## src/rtl/bus_mux_arb.sv

```systemverilog
// Registered N-source bus multiplexer with selectable priority, idle hold/zero,
// one-hot violation detection, a sticky conflict flag and a saturating conflict counter.
module bus_mux_arb #(
    parameter int WIDTH     = 32,
    parameter int N         = 24,
    parameter int PRI_HIGH  = 1,
    parameter int HOLD_IDLE = 1,
    parameter int CNT_W     = 8
) (
    input  logic                       clock,
    input  logic                       clear,
    input  logic [N*WIDTH-1:0]         bus_in,
    input  logic [N-1:0]               out_en,
    input  logic                       conflict_clr,
    output logic [WIDTH-1:0]           bus_out,
    output logic                       bus_valid,
    output logic [((N>1)?$clog2(N):1)-1:0] src_idx,
    output logic                       conflict,
    output logic                       conflict_sticky,
    output logic [CNT_W-1:0]           conflict_count
);

    localparam int IDX_W = (N > 1) ? $clog2(N) : 1;

    logic [WIDTH-1:0] bus_q, bus_d;
    logic             valid_q, valid_d;
    logic [IDX_W-1:0] idx_q, idx_d;
    logic             conf_q, conf_d;
    logic             sticky_q, sticky_d;
    logic [CNT_W-1:0] cnt_q, cnt_d;

    logic [IDX_W-1:0] win_idx;
    logic [WIDTH-1:0] win_data;
    logic             any_en;
    logic             multi_en;

    // Later loop iterations overwrite earlier ones, so scan order sets priority.
    always_comb begin
        win_idx = '0;
        if (PRI_HIGH != 0) begin
            for (int unsigned k = 0; k < N; k++) begin
                if (out_en[k]) win_idx = IDX_W'(k);
            end
        end else begin
            for (int unsigned k = 0; k < N; k++) begin
                if (out_en[N-1-k]) win_idx = IDX_W'(N-1-k);
            end
        end
    end

    assign win_data = bus_in[int'(win_idx)*WIDTH +: WIDTH];
    assign any_en   = |out_en;
    assign multi_en = |(out_en & (out_en - N'(1)));

    always_comb begin
        bus_d    = bus_q;
        valid_d  = 1'b0;
        idx_d    = idx_q;
        conf_d   = multi_en;
        sticky_d = sticky_q;
        cnt_d    = cnt_q;

        if (any_en) begin
            bus_d   = win_data;
            idx_d   = win_idx;
            valid_d = 1'b1;
        end else if (HOLD_IDLE == 0) begin
            bus_d = '0;
        end

        // A conflict on the same edge as conflict_clr restarts the count at one.
        if (multi_en) begin
            sticky_d = 1'b1;
            if (conflict_clr)
                cnt_d = CNT_W'(1);
            else if (cnt_q != '1)
                cnt_d = cnt_q + CNT_W'(1);
        end else if (conflict_clr) begin
            sticky_d = 1'b0;
            cnt_d    = '0;
        end
    end

    always_ff @(posedge clock or posedge clear) begin
        if (clear) begin
            bus_q    <= '0;
            valid_q  <= 1'b0;
            idx_q    <= '0;
            conf_q   <= 1'b0;
            sticky_q <= 1'b0;
            cnt_q    <= '0;
        end else begin
            bus_q    <= bus_d;
            valid_q  <= valid_d;
            idx_q    <= idx_d;
            conf_q   <= conf_d;
            sticky_q <= sticky_d;
            cnt_q    <= cnt_d;
        end
    end

    assign bus_out         = bus_q;
    assign bus_valid       = valid_q;
    assign src_idx         = idx_q;
    assign conflict        = conf_q;
    assign conflict_sticky = sticky_q;
    assign conflict_count  = cnt_q;

endmodule

```

## config.mk

```make
export PLATFORM = sky130hd
export DESIGN_NAME = bus_mux_arb
export DESIGN_NICKNAME = d
export VERILOG_FILES = /design/src/rtl/bus_mux_arb.sv
export SDC_FILE = /design/constraint.sdc
export NUM_CORES = 1
export LEC_CHECK = 0
export ABC_AREA = 1
export ABC_CLOCK_PERIOD_IN_PS = 3330
export CAP_MARGIN = 0
export CORE_AREA = 3 3 330 332
export CTS_BUF_LIST = sky130_fd_sc_hd__clkbuf_4
export DETAILED_ROUTE_END_ITERATION = 16
export DIE_AREA = 0 0 333 335
export PLACE_DENSITY_LB_ADDON = 0.2
export REMOVE_ABC_BUFFERS = 1
export SLEW_MARGIN = 0
export SYNTH_ARGS = -nofsm -noshare
export SYNTH_HDL_FRONTEND = slang
export SYNTH_SLANG_ARGS = --single-unit
```

## constraint.sdc

```tcl
create_clock -name clock -period 3.33 [get_ports clock]
set_input_delay 0.333 -clock clock [delete_from_list [all_inputs] [get_ports clock]]
set_output_delay 0.333 -clock clock [all_outputs]
set_load 0.005 [all_outputs]
```

==> reports/results.ini, run 1 <==
[yosys]
synth.ff_latch_count = 48
synthArstFlopShare = 1.00
synth-edff-count = 0
syn-cell-area_um2 = 12300
synth_flop_cell = dfrtp_1
seq_area_frac_synth = 0.0978
syn_inst = 2511
ys_types = 33
avgSynthCellArea_um2 = 4.89
yosys_warnings = 0

[power_and_ir_drop]
p_sw_mw = 1.68
power_mw = 3.92
peakVddDrop_mv = 0.123
switching_share = 0.428
internal_power_mw = 2.25
pwr-share-seq = 0.173
power_density_nw_per_um2 = 168
leakagePower_nw = 11.1
clockPowerShare = 0.112
combinationalPowerShare = 0.715

[placed_design]
port_buffers = 842
hpwl_um = 75400
place_congestion = 0.859

[detailed_routing]
via_count = 19000
drt-initial-drc-count = 1062
ant_nets = 0
routed_via_density = 4.03
first_pass_iters = 7
drc_errors = 0
wl_per_cell_um = 19.7
routed_wl_um = 93000

[worst_setup_path]
critPathMaxStageDelay_ns = 0.52
cp_common_cell = nand2_1
path_max_fanout = 48
reg2reg_from = conflict_count[0]
rr_worst_depth = 8
cp.required_ns = 3.80
end_kind = register
r2r_end = conflict_count[0]
path_class = in -> reg
critPathCapture = bus_out[3]
startpoint = out_en[2]
crit_path_start_kind = primary input
r2r_slack_ns = 1.52
slowest_stage = clkdlybuf4s50_1
arrival_ns = 3.40

[sta]
finalHoldViolations = 0
final-setup-viol-count = 0
fin_crit_ns = 2.93
maxSlewHeadroom = 0.538
rsz0062_at_grt = no
slew_violations = 0
fin_crit_sh = 0.881
skew_ns = 0.00148
fmax_ghz = 0.341
worstMarginPinSlew_ns = 0.693

[floorplanning]
die_w_um = 333
core_um2 = 107000
dieHeight_um = 335
io_pins = 843
design.die.area_um2 = 112000
start_util = 0.115
fp-row-count = 120

[global_route]
grt_overflow = 0
antenna_found_initial = 11
groute.usage.overall = 0.158
grt_pass1_wl_um = 132000
grt_pass1_vias = 19200
grt_max_degree = 76

[cells_and_area]
fill_cells = 12300
regArea_um2 = 1200
synthToLayoutAreaGrowth_pct = 89.8
utilization = 0.219
drive_above_1_share = 0.0564
fin_nets = 4109
multiInputGateArea_um2 = 8550

[clocking]
cts.sinks = 48
clk_path_buf_depth = 2
post_cts_buffers = 0
hold_buffers = 0
cts_buffers = 5
path_clk_slew_ns = 0.27
clk_latency_ns = 0.50
cts_max_level = 2
clock-root-buffer = clkbuf_4
cts_tree = built
cts_resized = 0

[worst_hold_path]
hold_path_class = in -> async

[job]
drv_cap = 0

[outcome]
status = completed

kinds of logic after synthesis:
| family | synth area share |
|---|---|
| flops | 0.0978 |
| fa+ha+maj | 0.00102 |
| compound gates | 0.0305 |
| xor+xnor | 0.00143 |
| buf+inv | 0.210 |
| simple gates | 0.659 |
cell usage in the layout (no fill, tap or decap), types with 2 or more instances in the layout:
cell             count
clkdlybuf4s50_1    842
nand3_1            773
nand2_1            748
inv_1              436
nand3b_1           138
buf_4              115
nor2_1              67
dfrtp_1             48
a21oi_1             42
buf_12              36
o21ai_0             12
inv_2                9
diode_2              5
nor3_1               5
clkbuf_4             5
nor2_4               4
nor2_2               3
o2111ai_1            3
inv_8                2
nand2_8              2
a21oi_4              2
nand4_1              2
o21ai_1              2
o22ai_1              2
clkinvlp_4           2
through the flow:
stage	instance area, µm²	setup slack, ns	std cells	TNS [ns]	hold slack, ns
2_1_floorplan	11400	-15.21	2313	-519.10	0.465
3_3_place_gp	23200	-0.291	4709	-3.54	0.457
3_5_place_dp	23200	-0.239	4709	-2.56	0.464
4_1_cts	23300	0.403	4717	0	0.0594
5_1_grt	23300	0.0666	4721	0	0.0853
6_report	23300	0.396	4722	0	0.129
how the worst min path moves through the flow:
stage          startpoint     endpoint  depth (start not counted)
6_report            clear  bus_out[22]                          2
4_1_cts             clear  bus_out[22]                          2
5_1_grt             clear  bus_out[22]                          2
2_1_floorplan  src_idx[2]   src_idx[2]                          2
3_3_place_gp   src_idx[2]   src_idx[2]                          2
3_5_place_dp   src_idx[3]   src_idx[3]                          2
per-layer routing:
metal | vias up | track usage | wire length (µm)
met5 | - | 0 | 57
met4 | 10 | 0.0196 | 776
met3 | 39 | 0.0354 | 6230
met2 | 636 | 0.284 | 46300
met1 | 8822 | 0.196 | 39700
li1 | 9517 | - | -
registers in the layout (all words and copies together) (netlist names):
signal,count
bus_out,32
conflict_count,8
src_idx,5
bus_valid,1
conflict,1
conflict_sticky,1
power by group through the flow:
stage	logic [mW]	registers, mW	clock network (mW)
after floorplan	1.11	0.687	0
after global placement	2.84	0.691	0
after detailed placement	2.83	0.691	0
after CTS	2.85	0.681	0.508
after global routing	3.08	0.687	0.506
final	2.81	0.679	0.438
synthesized netlist by cell type, types with 12 or more instances:
| cell type | count | area share |
|---|---|---|
| inv_1 | 441 | 0.13 |
| buf_4 | 20 | 0.012 |
| nor2_1 | 70 | 0.021 |
| buf_1 | 13 | 0.0040 |
| clkbuf_1 | 101 | 0.031 |
| buf_2 | 64 | 0.026 |
| a21oi_1 | 44 | 0.018 |
| nand2_1 | 748 | 0.23 |
| dfrtp_1 | 48 | 0.098 |
| nand3b_1 | 138 | 0.084 |
| o21ai_0 | 12 | 0.0049 |
| nand3_1 | 773 | 0.32 |
final cells by class:
cell class,count,share of cell area
repair buffers,993,0.430
clock buffers,5,0.00161
diodes,5,0.000537
clock inverters,3,0.00102
flip-flops and latches,48,0.0515
inverters,449,0.0731
well taps,1403,0.0753
multi-input cells,1816,0.367
critical path: cells and delay by family:
family / cells / cell delay, ns
AND/OR/NAND/NOR: 29 / 1.97
buffers and inverters: 4 / 1.00
Note: power is estimated with default switching activity, not from simulation.
==> inputs of run 2 (changes only) <==
- PLACE_DENSITY: not set -> 0.31
- PLACE_DENSITY_LB_ADDON: 0.2 -> not set
==> reports/results.ini, run 2 (synthesis gave the netlist of run 1 again) <==
[cells_and_area]
final_cell_area_um2 = 23500  ; was 23300 µm²
utilization = 0.220  ; was 0.219
synthToLayoutAreaGrowth_pct = 91.4  ; was 89.8%
drive_above_1_share = 0.0553  ; was 0.0564
fill_cells = 12500  ; was 12300
layout_commonest_cell = clkdlybuf4s50_1  ; unchanged
layout_common_cells = clkdlybuf4s50_1, nand3_1, nand2_1  ; unchanged
fin_nets = 4104  ; was 4109
stdcell_count = 4727  ; was 4722
largest_reg_flops = 32  ; unchanged

[power_and_ir_drop]
pwr-share-seq = 0.165  ; was 0.173
p_sw_mw = 1.72  ; was 1.68 mW
power_mw = 4.14  ; was 3.92 mW
combinationalPowerShare = 0.694  ; was 0.715
clockPowerShare = 0.141  ; was 0.112
switching_share = 0.417  ; was 0.428
peakVddDrop_mv = 0.192  ; was 0.123 mV
internal_power_mw = 2.41  ; was 2.25 mW
power_density_nw_per_um2 = 176  ; was 168 nW/µm²
leakagePower_nw = 11.2  ; was 11.1 nW

[worst_setup_path]
cp_common_cell = nand2_1  ; unchanged
slowest_stage = clkdlybuf4s50_1  ; unchanged
reg2reg_from = conflict_count[1]  ; was conflict_count[0]
rr_worst_depth = 8  ; unchanged
cp.required_ns = 3.75  ; was 3.80 ns
arrival_ns = 3.41  ; was 3.40 ns
critPathMaxStageDelay_ns = 0.55  ; was 0.52 ns
startpoint = out_en[2]  ; unchanged
crit_path_start_kind = primary input  ; unchanged
end_kind = register  ; unchanged
r2r_slack_ns = 1.56  ; was 1.52 ns
r2r_end = conflict_count[0]  ; unchanged
path_class = in -> reg  ; unchanged
path_max_fanout = 15  ; was 48

[placed_design]
post-place-ws_ns = -0.325  ; was -0.239 ns
port_buffers = 842  ; unchanged
dp_cells = 4702  ; was 4709
dpl_cell_area_um2 = 23300  ; was 23200 µm²
place_congestion = 0.828  ; was 0.859
hpwl_um = 82800  ; was 75400 µm

[clocking]
cts_max_level = 2  ; unchanged
post_cts_buffers = 0  ; unchanged
cts_tree = built  ; unchanged
hold_buffers = 0  ; unchanged
cts.sinks = 48  ; unchanged
clk_path_buf_depth = 2  ; unchanged
path_clk_slew_ns = 0.31  ; was 0.27 ns
clk_latency_ns = 0.50  ; about the same
clock-root-buffer = clkbuf_4  ; unchanged
cts_buffers = 5  ; unchanged
cts_resized = 0  ; unchanged

[sta]
layout_setup_ws_ns = 0.346  ; was 0.396 ns
fin_crit_ns = 2.98  ; was 2.93 ns
slew_violations = 0  ; unchanged
rsz0062_at_grt = no  ; unchanged
maxSlewHeadroom = 0.224  ; was 0.538
hold_slack_ns = 0.279  ; was 0.129 ns
skew_ns = 0.00453  ; was 0.00148 ns
fin_crit_sh = 0.896  ; was 0.881
worstMarginPinSlew_ns = 1.16  ; was 0.693 ns
final-setup-viol-count = 0  ; unchanged
finalSetupTns_ns = 0  ; unchanged
finalHoldViolations = 0  ; unchanged
fmax_ghz = 0.335  ; was 0.341 GHz

[global_route]
grt_overflow = 0  ; unchanged
grt_pass1_vias = 20000  ; was 19200
grt_max_degree = 105  ; was 76
groute.usage.overall = 0.175  ; was 0.158
grt_pass1_wl_um = 143000  ; was 132000 µm
antenna_found_initial = 29  ; was 11

[floorplanning]
io_pins = 843  ; unchanged
core_um2 = 107000  ; unchanged
design.die.area_um2 = 112000  ; unchanged
start_util = 0.115  ; unchanged
die_w_um = 333  ; unchanged
dieHeight_um = 335  ; unchanged
fp-row-count = 120  ; unchanged

[detailed_routing]
wl_per_cell_um = 21.7  ; was 19.7 µm
via_count = 18900  ; was 19000
routed_via_density = 4.01  ; was 4.03
first_pass_iters = 5  ; was 7
drt-initial-drc-count = 967  ; was 1062
ant_nets = 0  ; unchanged
drc_errors = 0  ; unchanged
routed_wl_um = 102000  ; was 93000 µm

[job]
drv_cap = 0  ; unchanged

[worst_hold_path]
hold_path_class = in -> async  ; unchanged

[outcome]
status = completed  ; unchanged

-- run 2: cell count changes in the layout (fill, tap and decap cells not counted), sizes merged --
cell / delta
diode: +10
buf: -7
bufinv: +2
clkbuf: +2
clkinvlp: -2
clkinv: -1
inv: +1
-- run 2: final cells by class --
class                           instances  area, µm²  area share
Tap cell                             1403       1760      0.0747
Multi-Input combinational cell       1816       8560       0.364
Antenna cell                           15       37.5     0.00160
Clock inverter                          3       68.8     0.00293
Inverter                              449       1700      0.0725
Clock buffer                            5       37.5     0.00160
Sequential cell                        48       1200      0.0511
Timing Repair Buffer                  988      10100       0.431
-- run 2: worst max path at each step --
stage	endpoint	slack, ns	depth (start not counted)
2_1_floorplan	bus_out[2]	-15.21	10
3_3_place_gp	bus_out[31]	-0.34	34
3_5_place_dp	bus_out[31]	-0.32	34
4_1_cts	bus_out[29]	0.35	33
5_1_grt	bus_out[29]	0.01	34
6_report	bus_out[30]	0.35	34
-- run 2: critical path, delay by kind of cell --
kind | cells | cell delay [ns]
and+or+nand+nor | 29 | 1.90
buffers and inverters | 5 | 1.16
-- run 2: per-layer routing --
| metal | wire (µm) | GRT usage | vias to the layer above |
|---|---|---|---|
| met5 | 103 | 0 | - |
| met4 | 1240 | 0.0272 | 16 |
| met3 | 6310 | 0.0409 | 63 |
| met2 | 50900 | 0.312 | 562 |
| met1 | 43800 | 0.216 | 8774 |
| li1 | - | - | 9526 |
-- run 2: power groups by stage --
stage / Clock, mW / Sequential [mW] / Combinational (mW)
after floorplan: 0 / 0.687 / 1.11
after global placement: 0 / 0.695 / 2.92
after detailed placement: 0 / 0.696 / 2.90
after CTS: 0.638 / 0.686 / 2.92
after global routing: 0.644 / 0.693 / 3.16
final: 0.584 / 0.685 / 2.87
==> inputs of run 3 (changes only) <==
- ABC_CLOCK_PERIOD_IN_PS: 3330 -> 2500
- CORE_AREA: 3 3 330 332 -> 3 3 328 330
- DIE_AREA: 0 0 333 335 -> 0 0 331 333
- PLACE_DENSITY: 0.31 -> not set
- PLACE_DENSITY_LB_ADDON: not set -> 0.08
- clock period: 3.33 -> 2.5 ns (I/O delays scaled with it)
==> reports/results.ini, run 3 (synthesis gave the netlist of run 1 again) <==
[sta]
slew_violations = 0  ; unchanged
fin_crit_sh = 0.946
fin_crit_ns = 2.37
skew_ns = 0.00112  ; was 0.00453 ns
maxSlewHeadroom = 0.632  ; was 0.224
worstMarginPinSlew_ns = 0.551  ; was 1.16 ns
rsz0062_at_grt = yes  ; was no
final-setup-viol-count = 0  ; unchanged
fmax_ghz = 0.423
finalHoldViolations = 0  ; unchanged

[placed_design]
port_buffers = 842  ; unchanged
place_congestion = 0.808  ; was 0.828
dpl_cell_area_um2 = 23900  ; was 23300 µm²
hpwl_um = 78100  ; was 82800 µm

[floorplanning]
dieHeight_um = 333  ; was 335 µm
io_pins = 843  ; unchanged
core_um2 = 105000  ; was 107000 µm²
die_w_um = 331  ; was 333 µm
fp-row-count = 119  ; was 120
design.die.area_um2 = 110000  ; was 112000 µm²
start_util = 0.117  ; was 0.115

[power_and_ir_drop]
clockPowerShare = 0.117  ; was 0.141
combinationalPowerShare = 0.726  ; was 0.694
switching_share = 0.411  ; was 0.417
internal_power_mw = 3.38  ; was 2.41 mW
peakVddDrop_mv = 0.201  ; was 0.192 mV
pwr-share-seq = 0.157  ; was 0.165
leakagePower_nw = 12.1  ; was 11.2 nW
p_sw_mw = 2.36  ; was 1.72 mW
power_density_nw_per_um2 = 226  ; was 176 nW/µm²

[detailed_routing]
drc_errors = 0  ; unchanged
routed_wl_um = 101000  ; was 102000 µm
drt-initial-drc-count = 981  ; was 967
first_pass_iters = 5  ; unchanged
via_count = 19400  ; was 18900
routed_via_density = 4.01  ; about the same
wl_per_cell_um = 20.8  ; was 21.7 µm
ant_nets = 0  ; unchanged

[cells_and_area]
layout_commonest_cell = clkdlybuf4s50_1  ; unchanged
fin_nets = 4220  ; was 4104
largest_reg_flops = 32  ; unchanged
synthToLayoutAreaGrowth_pct = 107  ; was 91.4%
utilization = 0.242  ; was 0.220
final_cell_area_um2 = 25400  ; was 23500 µm²
layout_common_cells = clkdlybuf4s50_1, nand3_1, nand2_1  ; unchanged
drive_above_1_share = 0.115  ; was 0.0553

[worst_setup_path]
critPathMaxStageDelay_ns = 0.18  ; was 0.55 ns
end_kind = register  ; unchanged
crit_path_start_kind = primary input  ; unchanged
slowest_stage = buf_12  ; was clkdlybuf4s50_1
arrival_ns = 2.82  ; was 3.41 ns
cp.required_ns = 2.96  ; was 3.75 ns
path_max_fanout = 24  ; was 15
path_class = in -> reg  ; unchanged
cp_common_cell = nand2_1  ; unchanged

[clocking]
cts_tree = built  ; unchanged
cts_max_level = 2  ; unchanged
clk_latency_ns = 0.50  ; about the same
clk_path_buf_depth = 2  ; unchanged
path_clk_slew_ns = 0.23  ; was 0.31 ns
clock-root-buffer = clkbuf_4  ; unchanged
cts.sinks = 48  ; unchanged
cts_buffers = 5  ; unchanged

[global_route]
antenna_found_initial = 39  ; was 29
groute.usage.overall = 0.170  ; was 0.175
grt_pass1_wl_um = 138000  ; was 143000 µm
grt_max_degree = 109  ; was 105
grt_overflow = 0  ; unchanged
grt_pass1_vias = 20200  ; was 20000

[worst_hold_path]
hold_path_class = in -> reg  ; was in -> async

[job]
drv_cap = 0  ; unchanged

[outcome]
status = completed  ; unchanged

run 3: cell types whose count changed in the layout (fill, tap and decap cells not counted), moves of 13 or more:
cell / delta
nand2_1: -27
nor2_2: +13
buf_6: +21
buf_4: +53
nand2_2: +24
nor2_1: -16
nand3_1: -28
nand3_2: +28
a21oi_1: -16
diode_2: +13
a21oi_2: +15
buf_12: +13
run 3: power by group through the flow:
stage	clock network, mW	logic, mW	registers, mW
3_5_place_dp	0	3.85	0.912
2_1_floorplan	0	1.48	0.915
4_1_cts	0.765	4.00	0.900
5_1_grt	0.770	4.59	0.910
6_report	0.672	4.17	0.900
3_3_place_gp	0	3.89	0.914
run 3: timing repair:
item	in CTS	in global routing
hold endpoints to repair	18	0
gates resized for setup	35	155
pin swaps	11	81
setup endpoints to repair	34	41
hold buffers	1	0
cloned	6	16
buffers inserted	11	17
run 3: cell type report:
cell class	instances	area, µm²
diodes	28	70.1
clock buffers	5	37.5
clock inverters	3	46.3
fillers	12200	79700
inverters	449	1710
multi-input cells	1816	8910
flip-flops and latches	48	1200
well taps	1391	1740
repair buffers	1104	11700
run 3: through the flow:
step	setup slack (ns)	total power, mW	hold WS (ns)	std cells	TNS, ns
6_report	0.134	5.75	0.440	4844	0
3_3_place_gp	-1.08	4.80	0.457	4762	-37.13
3_5_place_dp	-1.01	4.77	0.461	4762	-35.38
2_1_floorplan	-15.96	2.39	0.418	2313	-554.95
5_1_grt	-0.0936	6.27	0.394	4840	-1.09
4_1_cts	0.0212	5.66	0.339	4787	0
run 3: worst paths after layout:
kind | from | endpoint | slack (ns) | depth (start not counted)
worst max-delay path | out_en[2] | bus_out[29] | 0.13 | 34
worst min-delay path | conflict_clr | conflict_count[0] | 0.44 | 3
worst max register to register | conflict_count[0] | conflict_count[0] | 0.72 | 8
worst min register to register | bus_out[16] | bus_out[16] | 0.51 | 2
max in group asynchronous | clear | bus_out[12] | 1.42 | 4
min in group asynchronous | clear | bus_out[24] | 0.64 | 4
run 3: metal layers:
metal  vias up  GRT usage  wire length (µm)
met4        14     0.0383              1280
met5         -          0                89
met1      9028      0.205             42700
met2       522      0.305             50800
li1       9796          -                 -
met3        60     0.0379              6000
run 3: worst max-delay path: cells and delay by family:
family                 cells  cell delay, ns
buffers and inverters      4            0.50
AND/OR/NAND/NOR           30            2.01
